$ cat config.mk
export PLATFORM = sky130hd
export DESIGN_NAME = fadd_arbiter
export DESIGN_NICKNAME = d
export VERILOG_FILES = /design/src/rtl/fadd_arb_pkg.sv /design/src/rtl/fadd_rr_pick.sv /design/src/rtl/fadd_arbiter.sv
export SDC_FILE = /design/constraint.sdc
export NUM_CORES = 1
export LEC_CHECK = 0
export ABC_AREA = 1
export CAP_MARGIN = 0
export CELL_PAD_IN_SITES_DETAIL_PLACEMENT = 1
export CELL_PAD_IN_SITES_GLOBAL_PLACEMENT = 2
export CORE_MARGIN = 5
export CORE_UTILIZATION = 18
export CTS_CLUSTER_DIAMETER = 100
export DETAILED_ROUTE_END_ITERATION = 7
export PLACE_DENSITY = 0.91
export SYNTH_ARGS = -nofsm -noshare
export SYNTH_HDL_FRONTEND = slang
export SYNTH_SLANG_ARGS = --single-unit
$ cat constraint.sdc
create_clock -name clk -period 1.4 [get_ports clk]
set_input_delay 0.28 -clock clk [delete_from_list [all_inputs] [get_ports clk]]
set_output_delay 0.28 -clock clk [all_outputs]
set_load 0.005 [all_outputs]
$ cat src/rtl/fadd_arb_pkg.sv
// Shared definitions for the floating-point adder arbiter.
//   FP_W              : operand/result width (IEEE-754 single precision)
//   FP_SIGN_W/EXP_W/MAN_W : field widths of a single-precision word
//   fadd_arb_state_t  : arbiter FSM states (IDLE, EXEC, RESP)
package fadd_arb_pkg;

  localparam int FP_W      = 32;
  localparam int FP_SIGN_W = 1;
  localparam int FP_EXP_W  = 8;
  localparam int FP_MAN_W  = 23;

  typedef enum logic [1:0] {
    IDLE = 2'd0,
    EXEC = 2'd1,
    RESP = 2'd2
  } fadd_arb_state_t;

endpackage

$ cat src/rtl/fadd_rr_pick.sv
// Combinational winner selection for the adder arbiter.
// Build option: FADD_ARB_RR_EN
//   defined     : round-robin search starting at ptr, wrapping mod NUM_REQ
//   not defined : fixed priority, lowest index wins (no ptr port)
// Ports:
//   req_valid [NUM_REQ] : requesters with a pending operand pair
//   ptr       [ID_W]    : first index to consider (round-robin build only)
//   grant     [NUM_REQ] : one-hot winner, all zero when nothing is valid
//   idx       [ID_W]    : encoded winner index, 0 when nothing is valid
module fadd_rr_pick #(
  parameter int NUM_REQ = 4,
  parameter int ID_W    = 2
) (
  input  logic [NUM_REQ-1:0] req_valid,
`ifdef FADD_ARB_RR_EN
  input  logic [ID_W-1:0]    ptr,
`endif
  output logic [NUM_REQ-1:0] grant,
  output logic [ID_W-1:0]    idx
);

`ifdef FADD_ARB_RR_EN
  logic found;

  // Walk the requesters in order ptr, ptr+1, ... and take the first valid one.
  always_comb begin
    grant = '0;
    idx   = '0;
    found = 1'b0;
    for (int k = 0; k < NUM_REQ; k++) begin
      int j;
      j = (int'(ptr) + k) % NUM_REQ;
      if (!found && req_valid[j]) begin
        found    = 1'b1;
        grant[j] = 1'b1;
        idx      = ID_W'(j);
      end
    end
  end
`else
  // Scan from the top down so the lowest valid index is the last (winning) write.
  always_comb begin
    grant = '0;
    idx   = '0;
    for (int k = NUM_REQ - 1; k >= 0; k--) begin
      if (req_valid[k]) begin
        grant    = '0;
        grant[k] = 1'b1;
        idx      = ID_W'(k);
      end
    end
  end
`endif

endmodule

$ cat src/rtl/fadd_arbiter.sv
// Shares one external combinational FP32 adder among NUM_REQ requesters.
// A winner is accepted in IDLE, its operands are registered onto add_a/add_b,
// the adder result is captured in EXEC, and the sum is offered with the
// winner's ID in RESP until the consumer takes it.
// Build option: FADD_ARB_RR_EN (round-robin when defined, fixed priority otherwise)
// Ports:
//   clk, rst            : clock, synchronous active-high reset
//   req_valid/req_ready : per-requester handshake (req_ready one-hot, combinational)
//   req_a/req_b         : packed operands, requester i in bits [32i+31:32i]
//   add_a/add_b/add_sum : registered operands to, and result from, the adder
//   rsp_valid/rsp_ready : response handshake with backpressure
//   rsp_id/rsp_sum      : owner index and registered sum
//   busy                : high whenever the FSM is not in IDLE
module fadd_arbiter
  import fadd_arb_pkg::*;
#(
  parameter int NUM_REQ = 4,
  parameter int ID_W    = 2
) (
  input  logic                    clk,
  input  logic                    rst,
  input  logic [NUM_REQ-1:0]      req_valid,
  output logic [NUM_REQ-1:0]      req_ready,
  input  logic [NUM_REQ*FP_W-1:0] req_a,
  input  logic [NUM_REQ*FP_W-1:0] req_b,
  output logic [FP_W-1:0]         add_a,
  output logic [FP_W-1:0]         add_b,
  input  logic [FP_W-1:0]         add_sum,
  output logic                    rsp_valid,
  input  logic                    rsp_ready,
  output logic [ID_W-1:0]         rsp_id,
  output logic [FP_W-1:0]         rsp_sum,
  output logic                    busy
);

  fadd_arb_state_t state_reg, state_next;

  logic [NUM_REQ-1:0] grant;
  logic [ID_W-1:0]    win_idx;
  logic               accept;

  logic [FP_W-1:0] add_a_reg, add_b_reg, rsp_sum_reg;
  logic [ID_W-1:0] rsp_id_reg;
  logic            rsp_valid_reg, busy_reg;

  logic [FP_W-1:0] a_arr [NUM_REQ];
  logic [FP_W-1:0] b_arr [NUM_REQ];

  genvar gi;
  generate
    for (gi = 0; gi < NUM_REQ; gi++) begin : g_unpack
      assign a_arr[gi] = req_a[gi*FP_W +: FP_W];
      assign b_arr[gi] = req_b[gi*FP_W +: FP_W];
    end
  endgenerate

`ifdef FADD_ARB_RR_EN
  logic [ID_W-1:0] ptr_reg;

  fadd_rr_pick #(.NUM_REQ(NUM_REQ), .ID_W(ID_W)) u_pick (
    .req_valid (req_valid),
    .ptr       (ptr_reg),
    .grant     (grant),
    .idx       (win_idx)
  );
`else
  fadd_rr_pick #(.NUM_REQ(NUM_REQ), .ID_W(ID_W)) u_pick (
    .req_valid (req_valid),
    .grant     (grant),
    .idx       (win_idx)
  );
`endif

  // Next state and the only combinational output, req_ready.
  always_comb begin
    state_next = state_reg;
    req_ready  = '0;
    accept     = 1'b0;
    case (state_reg)
      IDLE: begin
        if (|req_valid) begin
          req_ready  = grant;
          accept     = 1'b1;
          state_next = EXEC;
        end
      end
      EXEC:    state_next = RESP;
      RESP:    if (rsp_ready) state_next = IDLE;
      default: state_next = IDLE;
    endcase
  end

  always_ff @(posedge clk) begin
    if (rst) begin
      state_reg     <= IDLE;
      add_a_reg     <= '0;
      add_b_reg     <= '0;
      rsp_sum_reg   <= '0;
      rsp_id_reg    <= '0;
      rsp_valid_reg <= 1'b0;
      busy_reg      <= 1'b0;
`ifdef FADD_ARB_RR_EN
      ptr_reg       <= '0;
`endif
    end else begin
      state_reg     <= state_next;
      // Flag outputs are registered from the next state so they line up with state_reg.
      busy_reg      <= (state_next != IDLE);
      rsp_valid_reg <= (state_next == RESP);
      if (accept) begin
        add_a_reg  <= a_arr[win_idx];
        add_b_reg  <= b_arr[win_idx];
        rsp_id_reg <= win_idx;
`ifdef FADD_ARB_RR_EN
        if (win_idx == ID_W'(NUM_REQ - 1)) ptr_reg <= '0;
        else                               ptr_reg <= win_idx + 1'b1;
`endif
      end
      // The adder has had a full cycle to settle on the operands latched at accept.
      if (state_reg == EXEC) rsp_sum_reg <= add_sum;
    end
  end

  assign add_a     = add_a_reg;
  assign add_b     = add_b_reg;
  assign rsp_sum   = rsp_sum_reg;
  assign rsp_id    = rsp_id_reg;
  assign rsp_valid = rsp_valid_reg;
  assign busy      = busy_reg;

endmodule

==> impl_metrics.csv, run 1 <==
group,metric,value,unit
outcome,run_status,"finished, violations left",
outcome,violations,"setup timing",
synth,synth_top_area_share,28.7,%
routing,drtAntennaViolNets,0,
synth,ys_ff_latch,102,
worst_setup_path,r2r_start,"state_reg[1]",
layout,final_nets,2000,
floorplanning,coreArea,38800,µm²
synth,synthFlopType,"dfxtp_1",
worst_setup_path,critPathKind,"flop to flop",
worst_setup_path,worstReg2RegEnd,"add_b[30]",
floorplanning,num_rows,72,
cts,cts_buffers,9,
place,portBuffers,398,
cts,cts_sinks,102,
synth,yosysUniqueCellTypes,19,
cts,cts.htree.levels,3,
synth,avgSynthCellArea,5.56,µm²
place,post-place-ws,-0.684,ns
cts,clk_latency,0.38,ns
routing,drtPass1Iterations,4,
worst_setup_path,critPathRequiredTime,1.72,ns
power_and_ir_drop,p_total,10.9,mW
timing,fmax,596,MHz
synth,synth_top_area_cell,"dfxtp_1",
worst_setup_path,crit_family,"buffers and inverters",
global_routing,gr-total-overflow,0,
global_routing,grt_pass1_wl,56.7,mm
worst_hold_path,holdCritPathClass,"primary input to flop",
layout,diodes,0,
timing,finalHoldViolCount,0,
power_and_ir_drop,cellPowerDensity,822,nW/µm²
worst_setup_path,cp_max_fo,7,
floorplanning,die_h,209,µm
global_routing,grt_pass1_vias,9926,
power_and_ir_drop,p_seq_share,31.9,%
worst_setup_path,crit_chain,"nor2_4 -> buf_6 -> buf_6 -> inv_6 -> a21oi_4 -> buf_8 -> buf_12 -> buf_12 -> nor2_4 -> nor2_2 -> nand2_1 -> inv_1",
timing,worst_slew_pin_slew,0.317,ns
layout,drive_gt1_share,13.3,%
timing,slew_headroom,78.8,%
timing,layout_setup_ws,-0.277,ns
place,placed_cell_area,12100,µm²
power_and_ir_drop,p_int,7.10,mW
worst_setup_path,cp-start-kind,"flop",
cts,holdBufCountCts,0,
worst_setup_path,arrival,1.99,ns
layout,stdcell_area,13300,µm²
synth,synthCells,1278,
worst_setup_path,path_buf_inv,7,
timing,fin_skew,0.00769,ns
worst_setup_path,r2r_cells,12,
floorplanning,initial_core_util,18.3,%
layout,final_util,34.2,%
worst_setup_path,r2r_setup_slack,-0.28,ns
power_and_ir_drop,p_leak,7.19,nW
layout,layout_commonest_cell,"inv_1",
place,dp.cells,2180,
global_routing,antenna_found_initial,1,
synth,ys_warn_count,0,
place,dp_hpwl,27.0,mm
timing,fin_hold_ws,0.366,ns
synth,synthesis.nets,1573,
worst_setup_path,slowest_delay,0.34,ns
global_routing,grt_max_degree,57,
synth,yosysSeqAreaShare,28.7,%
routing,vias_per_cell,4.23,
routing,drc,0,
floorplanning,dieArea,43600,µm²
synth,async_reset_ff_share,0,%
timing,tns,-14.85,ns
power_and_ir_drop,swShare,34.9,%
timing,setup-violations-final,72,
place,gp_congestion,0.846,
synth,synth-edff-count,0,
cts,clk_pin_slew_worst_paths,0.09,ns
cts,cts_tree,"done",
synth,ys_top_cells_by_area,"dfxtp_1, nand3_1, inv_1, nand2_1, nor2_1",
floorplanning,fp.dieW,209,µm
routing,drtIter0Drc,420,
layout,syn_to_final_growth,86.8,%
worst_hold_path,hold_end,"rsp_valid",
layout,final_cell_mix,"inv_1, nand3_1, clkdlybuf4s50_1, nand2_1, nor2_1",
cts,root_buffer,"clkbuf_16",
cts,clk_path_buf_depth,2,
power_and_ir_drop,p_sw,3.81,mW
synth,syn_area,7110,µm²
timing,min_period_over_period,120,%
power_and_ir_drop,clock_power_share,26.4,%
worst_setup_path,end_kind,"flop",
routing,dr_total_vias,9428,
flow_run,drv_cap,0,
global_routing,grtUsageTotal,16.4,%
power_and_ir_drop,ir_worst_vdd,0.427,mV
worst_hold_path,min_from,"rst",
worst_hold_path,min_path_cells,3,
routing,drt-total-wl,39.0,mm
floorplanning,ios,399,
power_and_ir_drop,power_frac_comb,41.7,%
routing,post_drt_wl_per_cell,17.5,µm
timing,finalCriticalPeriod,1.68,ns
worst_setup_path,slowest_stage,"dfxtp_2",
timing,drv_slew,0,
layout,stdcell_count,2228,
timing,grt_setup_unrepaired,"true",
## worst reg2reg max path, delay by kind of cell, from the launching register on
| family | cells | cell delay, ns |
|---|---|---|
| buf+inv | 7 | 0.85 |
| flops | 1 | 0.34 |
| simple gates | 4 | 0.30 |
| compound gates | 1 | 0.13 |
## kinds of logic after synthesis
family	share of synthesized area (%)
AOI/OAI and AO/OA	2.80
buffers and inverters	24.2
DFF	28.7
and+or+nand+nor	44.2
## synthesized netlist by cell type (4+ instances only)
library cell  instances
buf_6                11
inv_2                 4
nor2_1              138
nand3_1             320
buf_1                 5
inv_1               325
nand2_1             262
a21oi_1              34
dfxtp_1             102
buf_4                 9
clkbuf_1             22
buf_2                39
## per-layer routing
metal | part of all wire [%] | vias up | GRT usage (%)
met3 | 6.6 | 43 | 3.93
met4 | 2.4 | 2 | 4.64
met5 | 0.033 | - | 0
met2 | 48 | 294 | 27.9
met1 | 43 | 4423 | 20.7
li1 | - | 4666 | -
## power by group through the flow
stage	Clock (mW)	Sequential (mW)	Combinational, mW
floorplan	0	3.51	1.64
global placement	0	3.50	3.98
detailed placement	0	3.51	4.04
CTS	3.01	3.45	4.11
global route	3.09	3.53	5.00
finish	2.88	3.48	4.56
## worst max-delay path by stage
stage            startpoint            to  cells past startpoint
2_1_floorplan  state_reg[1]      add_a[8]                      8
3_3_place_gp   req_valid[2]  req_ready[3]                      6
3_5_place_dp   req_valid[2]      add_a[7]                     11
4_1_cts        state_reg[0]  req_ready[3]                      6
5_1_grt        state_reg[1]     add_b[14]                     12
6_report       state_reg[1]     add_b[30]                     12
## area by class of cell
cell class | count | area [µm²]
timing repair buffer | 502 | 5300
sequential | 102 | 2070
multi-input combinational | 761 | 3700
clock buffer | 9 | 225
fill | 4928 | 25600
clock inverter | 7 | 83.8
inverter | 329 | 1250
tap | 518 | 648
## timing repair
action,CTS,global route
endpoints found under the hold margin,0,0
endpoints found under the setup margin,172,73
pin swaps,7,51
gates cloned,4,13
gates resized for setup,173,105
setup buffers,10,7
No activity file was read; power rests on OpenSTA's default activity.
==> run 2, diff against run 1 <==
--- a/config.mk
+++ b/config.mk
@@ -10,10 +10,11 @@
 export CELL_PAD_IN_SITES_DETAIL_PLACEMENT = 1
 export CELL_PAD_IN_SITES_GLOBAL_PLACEMENT = 2
 export CORE_MARGIN = 5
-export CORE_UTILIZATION = 18
+export CORE_UTILIZATION = 30
 export CTS_CLUSTER_DIAMETER = 100
 export DETAILED_ROUTE_END_ITERATION = 7
-export PLACE_DENSITY = 0.91
+export DONT_BUFFER_PORTS = 1
+export PLACE_DENSITY = 0.9
 export SYNTH_ARGS = -nofsm -noshare
 export SYNTH_HDL_FRONTEND = slang
 export SYNTH_SLANG_ARGS = --single-unit
==> run 2 against run 1 <==
Clock-buffer cell count unchanged. Maximum frequency increased by 4.6%. The flow still finishes with violations (setup timing). Critical endpoint is now req_ready[1]. Die area is 38% lower. Setup slack better by 0.074 ns. Non-clock buffer count fell by 439. Utilization increased by 2.6 points. Cell area down 35%. First-iteration DRC count fell by 18%.
==> impl_metrics.csv, run 2 (synthesis results as in run 1) <==
group,metric,value,unit
global_routing,grtUsageTotal,20.2,%
cts,cts_sinks,102,
timing,layout_setup_ws,-0.203,ns
routing,drtAntennaViolNets,0,
worst_setup_path,cp-start-kind,"flop",
timing,slew_headroom,30.2,%
layout,final_nets,1561,
timing,grt_setup_unrepaired,"true",
worst_setup_path,arrival,1.32,ns
place,dp_hpwl,20.1,mm
cts,cts_buffers,9,
timing,fin_skew,0.0102,ns
routing,dr_total_vias,7665,
timing,finalCriticalPeriod,1.60,ns
floorplanning,num_rows,56,
power_and_ir_drop,clock_power_share,29.2,%
floorplanning,coreArea,23400,µm²
global_routing,grt_max_degree,67,
power_and_ir_drop,p_int,5.86,mW
global_routing,gr-total-overflow,0,
worst_setup_path,cp_max_fo,2,
layout,drive_gt1_share,12.2,%
timing,drv_slew,0,
power_and_ir_drop,cellPowerDensity,1070,nW/µm²
global_routing,grt_pass1_vias,7661,
timing,setup-violations-final,72,
outcome,run_status,"finished, violations left",
routing,drc,0,
routing,drt-total-wl,28.3,mm
floorplanning,initial_core_util,30.4,%
routing,vias_per_cell,4.82,
layout,final_util,36.8,%
cts,cts.htree.levels,3,
worst_setup_path,critPathRequiredTime,1.12,ns
routing,drtIter0Drc,345,
timing,fin_hold_ws,0.0582,ns
power_and_ir_drop,p_leak,4.97,nW
floorplanning,fp.dieW,164,µm
cts,clk_pin_slew_worst_paths,0.09,ns
outcome,violations,"setup timing",
timing,finalHoldViolCount,0,
cts,root_buffer,"clkbuf_16",
timing,worst_slew_pin_slew,1.05,ns
routing,post_drt_wl_per_cell,17.8,µm
power_and_ir_drop,p_seq_share,39.3,%
cts,clk_latency,0.36,ns
place,gp_congestion,0.789,
layout,final_cell_mix,"inv_1, nand3_1, nand2_1, dfxtp_1, nor2_1",
power_and_ir_drop,power_frac_comb,31.5,%
global_routing,antenna_found_initial,1,
global_routing,grt_pass1_wl,42.7,mm
power_and_ir_drop,ir_worst_vdd,0.519,mV
layout,layout_commonest_cell,"inv_1",
floorplanning,die_h,164,µm
layout,syn_to_final_growth,21.2,%
worst_hold_path,holdCritPathClass,"primary input to flop",
floorplanning,ios,399,
layout,n_fill_cell,3184,
power_and_ir_drop,p_total,9.23,mW
floorplanning,dieArea,26900,µm²
power_and_ir_drop,swShare,36.5,%
power_and_ir_drop,p_sw,3.37,mW
cts,clk_path_buf_depth,2,
place,portBuffers,0,
flow_run,drv_cap,0,
worst_setup_path,critPathKind,"flop to output port",
timing,min_period_over_period,115,%
timing,fmax,624,MHz
routing,drtPass1Iterations,6,
cts,cts_tree,"done",
worst_setup_path,end_kind,"output port",
-- run 2: final timing paths --
| check | cells past startpoint | start | slack, ns | end |
|---|---|---|---|---|
| hold / removal | 2 | add_sum[14] | 0.06 | rsp_sum[14] |
| setup / recovery | 6 | state_reg[1] | -0.20 | req_ready[1] |
| setup reg to reg | 12 | state_reg[1] | -0.19 | add_b[15] |
| hold reg to reg | 2 | rsp_sum[15] | 0.48 | rsp_sum[15] |
-- run 2: final cells by class --
class	instances	area, µm²	area share [%]
diodes	1	2.50	0.0290
clock buffers	9	225	2.61
clock inverters	7	86.3	1.00
inverters	329	1240	14.4
multi-input cells	761	3630	42.2
flip-flops and latches	102	2040	23.7
well taps	319	399	4.63
repair buffers	63	980	11.4
-- run 2: routing by layer --
| layer | track usage [%] | wire length (µm) |
|---|---|---|
| met1 | 24.4 | 11400 |
| met2 | 35.3 | 14100 |
| met3 | 6.17 | 2250 |
| met4 | 4.57 | 455 |
| met5 | 0 | 0 |
-- run 2: power by group through the flow --
stage / logic (mW) / clock network, mW / registers, mW
final: 2.91 / 2.69 / 3.63
after global routing: 3.25 / 2.92 / 3.68
after CTS: 2.98 / 2.82 / 3.62
after floorplan: 1.64 / 0 / 3.51
after detailed placement: 2.22 / 0 / 3.68
after global placement: 2.16 / 0 / 3.68
-- run 2: repair_timing --
| item | in CTS | in global routing |
|---|---|---|
| cloned | 11 | 0 |
| pin swaps | 29 | 49 |
| endpoints found under the hold margin | 15 | 0 |
| resized for setup | 64 | 53 |
| buffers inserted | 12 | 6 |
| hold buffers | 2 | 0 |
| setup endpoints to repair | 61 | 83 |
-- run 2: metrics by stage --
stage | setup WS (ns) | TNS [ns] | cells | area [µm²]
2_1_floorplan | 0.110 | 0 | 1278 | 7110
3_5_place_dp | -0.0836 | -1.32 | 1552 | 7570
4_1_cts | -0.296 | -13.80 | 1592 | 8580
5_1_grt | -0.289 | -17.21 | 1590 | 8610
3_3_place_gp | -0.0395 | -0.252 | 1552 | 7570
6_report | -0.203 | -10.01 | 1591 | 8620
-- run 2: critical path: stages (launching register included) --
cell and delay (ns):
dfxtp_2 0.33, nor2_2 0.11, buf_6 0.11, inv_4 0.03, buf_6 0.11, nor3_4 0.13
buf_4 0.14
